File: src/rtl/qck_gate_sequencer_if.sv
`default_nettype none
// ============================================================================
//  Module      : qck_gate_sequencer_if
//  Description : Control/status bundle between the CA/QCA control logic
//                (master) and the QCK gate sequencer (slave).
//  Revision    : 1.0 - initial release
// ============================================================================
interface qck_gate_sequencer_if #(
    parameter int CHANNELS      = 8,
    parameter int DELAY_WIDTH   = 4,
    parameter int ERR_CNT_WIDTH = 8
);
    // Requests and configuration from the control logic
    logic [CHANNELS-1:0]             ck_en;
    logic [CHANNELS-1:0]             qck_mask;
    logic [CHANNELS-1:0]             skip_req;
    logic [CHANNELS*DELAY_WIDTH-1:0] wake_delay;
    logic [CHANNELS*DELAY_WIDTH-1:0] sleep_delay;
    logic                            err_clr;

    // Gate enables and status back from the sequencer
    logic [CHANNELS-1:0]             ck_gate;
    logic [CHANNELS*2-1:0]           ch_state;
    logic [CHANNELS-1:0]             error;
    logic [ERR_CNT_WIDTH-1:0]        err_count;
    logic                            busy;

    modport master (
        output ck_en, qck_mask, skip_req, wake_delay, sleep_delay, err_clr,
        input  ck_gate, ch_state, error, err_count, busy
    );

    modport slave (
        input  ck_en, qck_mask, skip_req, wake_delay, sleep_delay, err_clr,
        output ck_gate, ch_state, error, err_count, busy
    );
endinterface
`default_nettype wire

File: src/rtl/qck_gate_sequencer.sv
`default_nettype none
// ============================================================================
//  Module      : qck_gate_sequencer
//  Description : DDR5 QCK dynamic clock-gating controller. One OFF/WAKE/ON/
//                SLEEP state machine per channel with independently latched
//                wake and sleep delays, skip override, abort detection,
//                sticky per-channel errors and a saturating error counter.
//  Revision    : 1.0 - initial release
// ============================================================================
module qck_gate_sequencer #(
    parameter int CHANNELS       = 8,
    parameter int PIPELINE_DEPTH = 2,
    parameter int DELAY_WIDTH    = 4,
    parameter int ERR_CNT_WIDTH  = 8
) (
    input  wire logic            clk,
    input  wire logic            reset,
    qck_gate_sequencer_if.slave  bus
);

    // Channel state encoding (also the ch_state output encoding)
    localparam logic [1:0] c_ST_OFF   = 2'b00;
    localparam logic [1:0] c_ST_WAKE  = 2'b01;
    localparam logic [1:0] c_ST_ON    = 2'b10;
    localparam logic [1:0] c_ST_SLEEP = 2'b11;

    // Popcount width and the widened sum used for saturation detection
    localparam int c_PCW  = $clog2(CHANNELS + 1);
    localparam int c_SUMW = ERR_CNT_WIDTH + c_PCW;

    localparam logic [ERR_CNT_WIDTH-1:0] c_ERR_MAX = '1;
    localparam logic [DELAY_WIDTH-1:0]   c_CNT_ONE = DELAY_WIDTH'(1);

    // Input pipelines; index PIPELINE_DEPTH-1 is the stage the FSMs observe
    logic [PIPELINE_DEPTH-1:0][CHANNELS-1:0] r_en_pipe;
    logic [PIPELINE_DEPTH-1:0][CHANNELS-1:0] r_mask_pipe;
    logic [PIPELINE_DEPTH-1:0][CHANNELS-1:0] r_skip_pipe;

    logic [CHANNELS-1:0] w_en_p;
    logic [CHANNELS-1:0] w_mask_p;
    logic [CHANNELS-1:0] w_skip_p;
    logic [CHANNELS-1:0] w_req;

    // Per-channel state and delay counter
    logic [CHANNELS-1:0][1:0]             r_state;
    logic [CHANNELS-1:0][1:0]             w_state_nxt;
    logic [CHANNELS-1:0][DELAY_WIDTH-1:0] r_cnt;
    logic [CHANNELS-1:0][DELAY_WIDTH-1:0] w_cnt_nxt;

    // Registered outputs
    logic [CHANNELS-1:0]      r_gate;
    logic [CHANNELS-1:0]      r_error;
    logic [ERR_CNT_WIDTH-1:0] r_err_count;
    logic                     r_busy;

    // Error bookkeeping
    logic [CHANNELS-1:0]      w_event;
    logic [c_PCW-1:0]         w_evt_cnt;
    logic [c_SUMW-1:0]        w_err_sum;
    logic [ERR_CNT_WIDTH-1:0] w_err_count_nxt;
    logic [CHANNELS-1:0]      w_error_nxt;

    // Shift the raw requests through the alignment pipeline
    always_ff @(posedge clk or posedge reset) begin
        if (reset) begin
            r_en_pipe   <= '0;
            r_mask_pipe <= '0;
            r_skip_pipe <= '0;
        end else begin
            r_en_pipe[0]   <= bus.ck_en;
            r_mask_pipe[0] <= bus.qck_mask;
            r_skip_pipe[0] <= bus.skip_req;
            for (int s = 1; s < PIPELINE_DEPTH; s++) begin
                r_en_pipe[s]   <= r_en_pipe[s-1];
                r_mask_pipe[s] <= r_mask_pipe[s-1];
                r_skip_pipe[s] <= r_skip_pipe[s-1];
            end
        end
    end

    assign w_en_p   = r_en_pipe[PIPELINE_DEPTH-1];
    assign w_mask_p = r_mask_pipe[PIPELINE_DEPTH-1];
    assign w_skip_p = r_skip_pipe[PIPELINE_DEPTH-1];
    assign w_req    = w_en_p & ~w_mask_p;

    // Next-state, delay counter and error-event decode for every channel
    always_comb begin
        logic [DELAY_WIDTH-1:0] v_wake;
        logic [DELAY_WIDTH-1:0] v_sleep;
        w_state_nxt = r_state;
        w_cnt_nxt   = r_cnt;
        w_event     = '0;
        v_wake      = '0;
        v_sleep     = '0;
        for (int i = 0; i < CHANNELS; i++) begin
            v_wake  = bus.wake_delay[i*DELAY_WIDTH +: DELAY_WIDTH];
            v_sleep = bus.sleep_delay[i*DELAY_WIDTH +: DELAY_WIDTH];

            // A skip against a mask is a conflict; dropping a request mid-wake is an abort
            w_event[i] = (w_skip_p[i] & w_mask_p[i]) |
                         ((r_state[i] == c_ST_WAKE) & ~w_req[i] & ~w_skip_p[i]);

            case (r_state[i])
                c_ST_OFF: begin
                    if (w_skip_p[i]) begin
                        w_state_nxt[i] = c_ST_ON;
                    end else if (w_req[i]) begin
                        if (v_wake == '0) begin
                            w_state_nxt[i] = c_ST_ON;
                        end else begin
                            w_state_nxt[i] = c_ST_WAKE;
                            w_cnt_nxt[i]   = v_wake;
                        end
                    end
                end
                c_ST_WAKE: begin
                    if (w_skip_p[i]) begin
                        w_state_nxt[i] = c_ST_ON;
                    end else if (!w_req[i]) begin
                        w_state_nxt[i] = c_ST_OFF;
                    end else if (r_cnt[i] == c_CNT_ONE) begin
                        w_state_nxt[i] = c_ST_ON;
                    end else begin
                        w_cnt_nxt[i] = r_cnt[i] - c_CNT_ONE;
                    end
                end
                c_ST_ON: begin
                    if (!(w_skip_p[i] | w_req[i])) begin
                        if (v_sleep == '0) begin
                            w_state_nxt[i] = c_ST_OFF;
                        end else begin
                            w_state_nxt[i] = c_ST_SLEEP;
                            w_cnt_nxt[i]   = v_sleep;
                        end
                    end
                end
                default: begin
                    // SLEEP: any renewed request re-arms ON and abandons the countdown
                    if (w_skip_p[i] | w_req[i]) begin
                        w_state_nxt[i] = c_ST_ON;
                    end else if (r_cnt[i] == c_CNT_ONE) begin
                        w_state_nxt[i] = c_ST_OFF;
                    end else begin
                        w_cnt_nxt[i] = r_cnt[i] - c_CNT_ONE;
                    end
                end
            endcase
        end
    end

    // Count this cycle's error events and form the saturated/cleared totals
    always_comb begin
        w_evt_cnt = '0;
        for (int i = 0; i < CHANNELS; i++) begin
            w_evt_cnt = w_evt_cnt + c_PCW'(w_event[i]);
        end
        // A clear restarts from zero, but the current cycle's events still count
        w_err_sum = (bus.err_clr ? '0 : c_SUMW'(r_err_count)) + c_SUMW'(w_evt_cnt);
        if (w_err_sum[c_SUMW-1:ERR_CNT_WIDTH] != '0) begin
            w_err_count_nxt = c_ERR_MAX;
        end else begin
            w_err_count_nxt = w_err_sum[ERR_CNT_WIDTH-1:0];
        end
        w_error_nxt = bus.err_clr ? w_event : (r_error | w_event);
    end

    // Register state, counters, gate enables and busy together
    always_ff @(posedge clk or posedge reset) begin
        if (reset) begin
            r_state <= '0;
            r_cnt   <= '0;
            r_gate  <= '0;
            r_busy  <= 1'b0;
        end else begin
            r_state <= w_state_nxt;
            r_cnt   <= w_cnt_nxt;
            r_busy  <= 1'b0;
            for (int i = 0; i < CHANNELS; i++) begin
                // ON and SLEEP both have bit 1 set; WAKE and SLEEP both have bit 0 set
                r_gate[i] <= w_state_nxt[i][1];
                if (w_state_nxt[i][0]) begin
                    r_busy <= 1'b1;
                end
            end
        end
    end

    // Register the sticky error flags and the saturating error count
    always_ff @(posedge clk or posedge reset) begin
        if (reset) begin
            r_error     <= '0;
            r_err_count <= '0;
        end else begin
            r_error     <= w_error_nxt;
            r_err_count <= w_err_count_nxt;
        end
    end

    assign bus.ck_gate   = r_gate;
    assign bus.ch_state  = r_state;
    assign bus.error     = r_error;
    assign bus.err_count = r_err_count;
    assign bus.busy      = r_busy;

endmodule
`default_nettype wire

File: src/flat_wrapper.sv
// flat-port wrapper written by rule: the top's interface ports become plain ports
module qck_gate_sequencer_flat 
#(
    parameter int CHANNELS       = 8,
    parameter int PIPELINE_DEPTH = 2,
    parameter int DELAY_WIDTH    = 4,
    parameter int ERR_CNT_WIDTH  = 8
)
  (clk, reset, bus_ck_en, bus_qck_mask, bus_skip_req, bus_wake_delay, bus_sleep_delay, bus_err_clr, bus_ck_gate, bus_ch_state, bus_error, bus_err_count, bus_busy);
  qck_gate_sequencer_if #(.CHANNELS(CHANNELS), .DELAY_WIDTH(DELAY_WIDTH), .ERR_CNT_WIDTH(ERR_CNT_WIDTH)) bus_i ();
  input  wire logic clk;
  input  wire logic reset;
  input wire logic [$bits(bus_i.ck_en)-1:0] bus_ck_en;
  input wire logic [$bits(bus_i.qck_mask)-1:0] bus_qck_mask;
  input wire logic [$bits(bus_i.skip_req)-1:0] bus_skip_req;
  input wire logic [$bits(bus_i.wake_delay)-1:0] bus_wake_delay;
  input wire logic [$bits(bus_i.sleep_delay)-1:0] bus_sleep_delay;
  input wire logic [$bits(bus_i.err_clr)-1:0] bus_err_clr;
  output wire logic [$bits(bus_i.ck_gate)-1:0] bus_ck_gate;
  output wire logic [$bits(bus_i.ch_state)-1:0] bus_ch_state;
  output wire logic [$bits(bus_i.error)-1:0] bus_error;
  output wire logic [$bits(bus_i.err_count)-1:0] bus_err_count;
  output wire logic [$bits(bus_i.busy)-1:0] bus_busy;
  assign bus_i.ck_en = bus_ck_en;
  assign bus_i.qck_mask = bus_qck_mask;
  assign bus_i.skip_req = bus_skip_req;
  assign bus_i.wake_delay = bus_wake_delay;
  assign bus_i.sleep_delay = bus_sleep_delay;
  assign bus_i.err_clr = bus_err_clr;
  assign bus_ck_gate = bus_i.ck_gate;
  assign bus_ch_state = bus_i.ch_state;
  assign bus_error = bus_i.error;
  assign bus_err_count = bus_i.err_count;
  assign bus_busy = bus_i.busy;
  qck_gate_sequencer #(.CHANNELS(CHANNELS), .PIPELINE_DEPTH(PIPELINE_DEPTH), .DELAY_WIDTH(DELAY_WIDTH), .ERR_CNT_WIDTH(ERR_CNT_WIDTH)) u_core (.clk(clk), .reset(reset), .bus(bus_i));
endmodule
File: config.mk
export PLATFORM = sky130hd
export DESIGN_NAME = qck_gate_sequencer_flat
export DESIGN_NICKNAME = d
export VERILOG_FILES = /design/src/rtl/qck_gate_sequencer_if.sv /design/src/rtl/qck_gate_sequencer.sv /design/src/flat_wrapper.sv
export SDC_FILE = /design/constraint.sdc
export NUM_CORES = 1
export LEC_CHECK = 0
export CORE_MARGIN = 4
export CORE_UTILIZATION = 46
export DETAILED_ROUTE_END_ITERATION = 16
export GPL_ROUTABILITY_DRIVEN = 0
export PLACE_DENSITY = 0.88
export SYNTH_ARGS = -nofsm -noshare
export SYNTH_HDL_FRONTEND = slang
export SYNTH_SLANG_ARGS = --single-unit
File: constraint.sdc
create_clock -name clk -period 4.6 [get_ports clk]
set_clock_uncertainty 0.1 [all_clocks]
set_input_delay 0.46 -clock clk [delete_from_list [all_inputs] [get_ports clk]]
set_output_delay 0.46 -clock clk [all_outputs]
set_load 0.03 [all_outputs]
==> results <==
- For this block, the routed nets add up to 14100 microns of wire.
- The count of nets left with antenna violations once routing finished came out at 0.
- The number of max-slew violations in the final report is 0.
- The flow ran to the end, and the final reports show no timing, DRC or antenna violations.
- The post-synthesis sequential area ratio is 0.477.
- Timing would allow up to 223 MHz.
- The hold slack is 0.244 ns.
- Setup repair after global routing left no endpoint under its margin.
- The total area inside the core boundary comes to 12600 sq um.
- The final critical-path required period is 4.48 ns.
- The final non-filler cell total is 892.
- In this run the core area contains 41 standard-cell rows.
- TritonCTS built the clock tree.
- The clock transition at the registers of the reported paths is 0.05 ns.
- The I/O pin count is 132.
- The data required time at the worst endpoint is 4.74 ns.
- The worst setup path startpoint is u_core.bus.ch_state[2].
- The layout cell share with drive strength beyond 1 is 0.0944.
- The worst reg-to-reg path cell count is 16.
- The number of max-cap violations is 0.
- For this run, design rule violations remaining after detail routing come to 0.
- From left edge to right edge, the die measures 122 microns.
- Of the available clock period, the critical path in the final layout requires 0.974.
- The clock passes through at most 2 buffers.
- The async set or reset register ratio after synthesis is 1.00.
- The number of endpoints failing setup at the final stage is 0.
- STA puts the critical path data arrival time at 4.61 ns.
- In the global route stage, overall resource usage came out at 0.198.
- In this run, synthesis inferred 0 flip-flops with an integrated enable.
- The number of distinct library cells after synthesis is 73.
- The final hold violation count was 0.
- The worst register-to-register path ends at u_core.bus.err_count[5].
- Dividing the detail-routed wire length by the instance count gives 15.8 microns.
- The register-to-register path setup slack is 0.12 ns.
- The cell count after placement is 861.
- In the routed layout, each cell is associated on average with a via count of 5.47.
- The worst setup path is of the flip-flop to flip-flop kind.
- The maximum VDD drop is 366 uV.
- The slew at the pin with the worst max-slew slack is 1.11 ns.
- The type of origin of the critical path is a flip-flop.
- The CTS buffer count is 17.
- Detailed placement ended at an HPWL of 10500 microns.
- The die is 122 microns tall.
- For the worst-skew pair, the clock arrives at the later sink with an insertion delay of 0.40 ns.
- The library cell used most frequently in the layout, excluding fill and tap cells, is sky130_fd_sc_hd__clkdlybuf4s50_1.
- The pin count of the biggest net entering global routing is 93.
- The effective utilization at floorplan is 0.470.
- The detailed-route via count is 4882.
- The launch point of the worst reg-to-reg path is u_core.bus.ch_state[2].
- In the final design database the tool counted 828 nets.
- The clock net in this run drives a total of 113 sinks.
- The number of global-route vias before repair is 4980.
- Summed over all layers, the global routing overflow is 0.
- In the layout the commonest cells are 131 x sky130_fd_sc_hd__clkdlybuf4s50_1, 111 x sky130_fd_sc_hd__dfrtp_1, 41 x sky130_fd_sc_hd__nand2_1.
- The first-iteration detailed-routing DRC count is 421.
- The post-synthesis instance area is 5930 sq um.
- The power per standard cell area is 454 nW/um^2.
- The relative slew slack is 0.257.
- The cell count after synthesis came out at 577.
- The first global-routing pass estimated 23300 microns of wire.
- 0 antenna diodes ended up in the layout.
- The floorplan step defined a die boundary enclosing 14800 sq um.
- The dominant register cell in the synthesized netlist is sky130_fd_sc_hd__dfrtp_1.
- Buffers placed on the I/O ports in this run total 131.
- The mean instance size in the synthesized netlist is 10.3 sq um.
- Along the worst path, the maximum fanout reaches 5.
- The endpoint of the worst setup timing path is u_core.bus.err_count[5].
- In this run, synthesis produced a sequential element count of 113.
- The first-pass detailed-route iteration total is 5.
- The cell sitting at the root of the clock tree is a sky130_fd_sc_hd__clkbuf_16.
- The number of antenna violations at the first check in global routing is 0.
- The leakage power is 3.51 nW.
- Synthesis produced a netlist with a net count of 696.
- The total of warnings raised by yosys is 0.
- STA classifies the critical path endpoint as a flip-flop.
- From synthesis to final layout, the design area changed by 33.6%.
- The worst min-delay path class is flip-flop to flip-flop.
- The count of H-tree levels built during CTS is 4.
- The post-cts hold buffer count is 0.
-- critical path, stage by stage (launching register included) --
cell                       delay [ns]
sky130_fd_sc_hd__dfrtp_2         0.40
sky130_fd_sc_hd__inv_2           0.08
sky130_fd_sc_hd__nor2_1          0.05
sky130_fd_sc_hd__o22a_1          0.22
sky130_fd_sc_hd__ha_1            0.32
sky130_fd_sc_hd__fa_1            0.48
sky130_fd_sc_hd__inv_1           0.05
sky130_fd_sc_hd__fa_1            0.49
sky130_fd_sc_hd__fa_2            0.36
sky130_fd_sc_hd__inv_2           0.07
sky130_fd_sc_hd__fa_2            0.45
sky130_fd_sc_hd__ha_1            0.31
sky130_fd_sc_hd__a21o_1          0.15
sky130_fd_sc_hd__a21o_1          0.20
sky130_fd_sc_hd__a21oi_2         0.22
sky130_fd_sc_hd__mux2i_1         0.19
sky130_fd_sc_hd__o311ai_0        0.15
-- state kept, by name, indices dropped and copies added (netlist names) --
signal	cells
u_core.bus.ck_gate	8
u_core.r_skip_pipe	8
u_core.bus.error	8
u_core.w_en_p	8
u_core.r_cnt	32
u_core.bus.busy	1
u_core.w_mask_p	8
u_core.w_skip_p	8
u_core.r_mask_pipe	8
u_core.bus.err_count	8
u_core.r_en_pipe	8
u_core.bus.ch_state	8
-- final cells by class --
| type | count | area [sq um] |
|---|---|---|
| timing repair buffer | 142 | 1390 |
| inverter | 39 | 149 |
| fill | 1016 | 4700 |
| tap | 172 | 215 |
| sequential | 113 | 2830 |
| clock buffer | 23 | 458 |
| multi-input combinational | 396 | 2810 |
| clock inverter | 7 | 62.6 |
-- synthesized netlist by cell type, drive strengths merged, types with 3 or more instances --
cell / instances / area (sq um)
nor3: 12 / 60.1
nand2b: 11 / 76.3
inv: 38 / 143
or4: 7 / 52.6
clkbuf: 13 / 48.8
nor2b: 24 / 158
or2: 3 / 18.8
a21o: 12 / 90.1
o21ai: 35 / 175
or3: 5 / 31.3
ha: 23 / 288
nand3: 10 / 50.1
mux2i: 23 / 230
and2: 4 / 25.0
buf: 16 / 119
xnor2: 3 / 26.3
a221oi: 4 / 47.6
dfrtp: 113 / 2830
o211ai: 8 / 65.1
a211oi: 13 / 128
nor4bb: 6 / 60.1
nand2: 41 / 154
xor2: 4 / 35.0
mux2: 6 / 67.6
nor4: 8 / 50.1
o22ai: 7 / 43.8
nor3b: 3 / 27.5
fa: 5 / 100
o22a: 5 / 43.8
o21bai: 5 / 37.5
a211o: 5 / 43.8
nor2: 39 / 146
a21oi: 30 / 154
-- power breakdown --
group	total [W]	internal (W)	switching (W)
Clock	0.00115	0.000742	0.000409
Combinational	0.00108	0.000510	0.000572
Sequential	0.00136	0.00118	0.000178
-- worst min-delay path by stage --
stage / start / endpoint / slack [ns] / depth (start not counted)
3_5_place_dp: u_core.r_en_pipe[7] / u_core.w_en_p[7] / 0.23 / 0
2_1_floorplan: u_core.r_en_pipe[0] / u_core.w_en_p[0] / 0.23 / 0
4_1_cts: u_core.r_mask_pipe[2] / u_core.w_mask_p[2] / 0.25 / 0
6_report: u_core.r_mask_pipe[2] / u_core.w_mask_p[2] / 0.24 / 0
3_3_place_gp: u_core.r_mask_pipe[7] / u_core.w_mask_p[7] / 0.23 / 0
5_1_grt: u_core.r_en_pipe[3] / u_core.w_en_p[3] / 0.25 / 0
-- layer usage --
| layer | share of wire | wire, microns | track usage | vias up |
|---|---|---|---|---|
| li1 | - | - | - | 2317 |
| met1 | 0.41 | 5800 | 0.239 | 2362 |
| met2 | 0.50 | 7090 | 0.341 | 180 |
| met3 | 0.070 | 981 | 0.0622 | 23 |
| met4 | 0.015 | 210 | 0.0595 | 0 |
| met5 | 0 | 0 | 0 | - |
-- cell families (layout without fill, tap and decap cells) --
| logic type | after synthesis | count (layout) | share of synthesized area |
|---|---|---|---|
| and+or+nand+nor | 185 | 185 | 0.170 |
| AOI/OAI and AO/OA | 147 | 147 | 0.174 |
| DFF | 113 | 113 | 0.477 |
| buffers and inverters | 68 | 211 | 0.0530 |
| muxes | 29 | 29 | 0.0502 |
| adders and majority gates | 28 | 28 | 0.0654 |
| xor gates and xnor gates | 7 | 7 | 0.0103 |
-- metrics by stage --
stage          TNS, ns  power [W]  cell area, sq um  setup WS (ns)  utilization
3_3_place_gp         0    0.00236              7380          0.176        0.585
5_1_grt              0    0.00381              7920         0.0107        0.628
6_report             0    0.00359              7920          0.121        0.628
3_5_place_dp   -0.0783    0.00244              7380        -0.0226        0.585
2_1_floorplan        0    0.00206              5950         0.0314            -
4_1_cts              0    0.00361              7910        0.00837        0.627
-- timing repair --
action / CTS / global route
resized for setup: 1 / 4
pin swaps: 0 / 2
buffers inserted: 0 / 1
endpoints found under the setup margin: 5 / 8
Power figures use the tool's default switching activity.
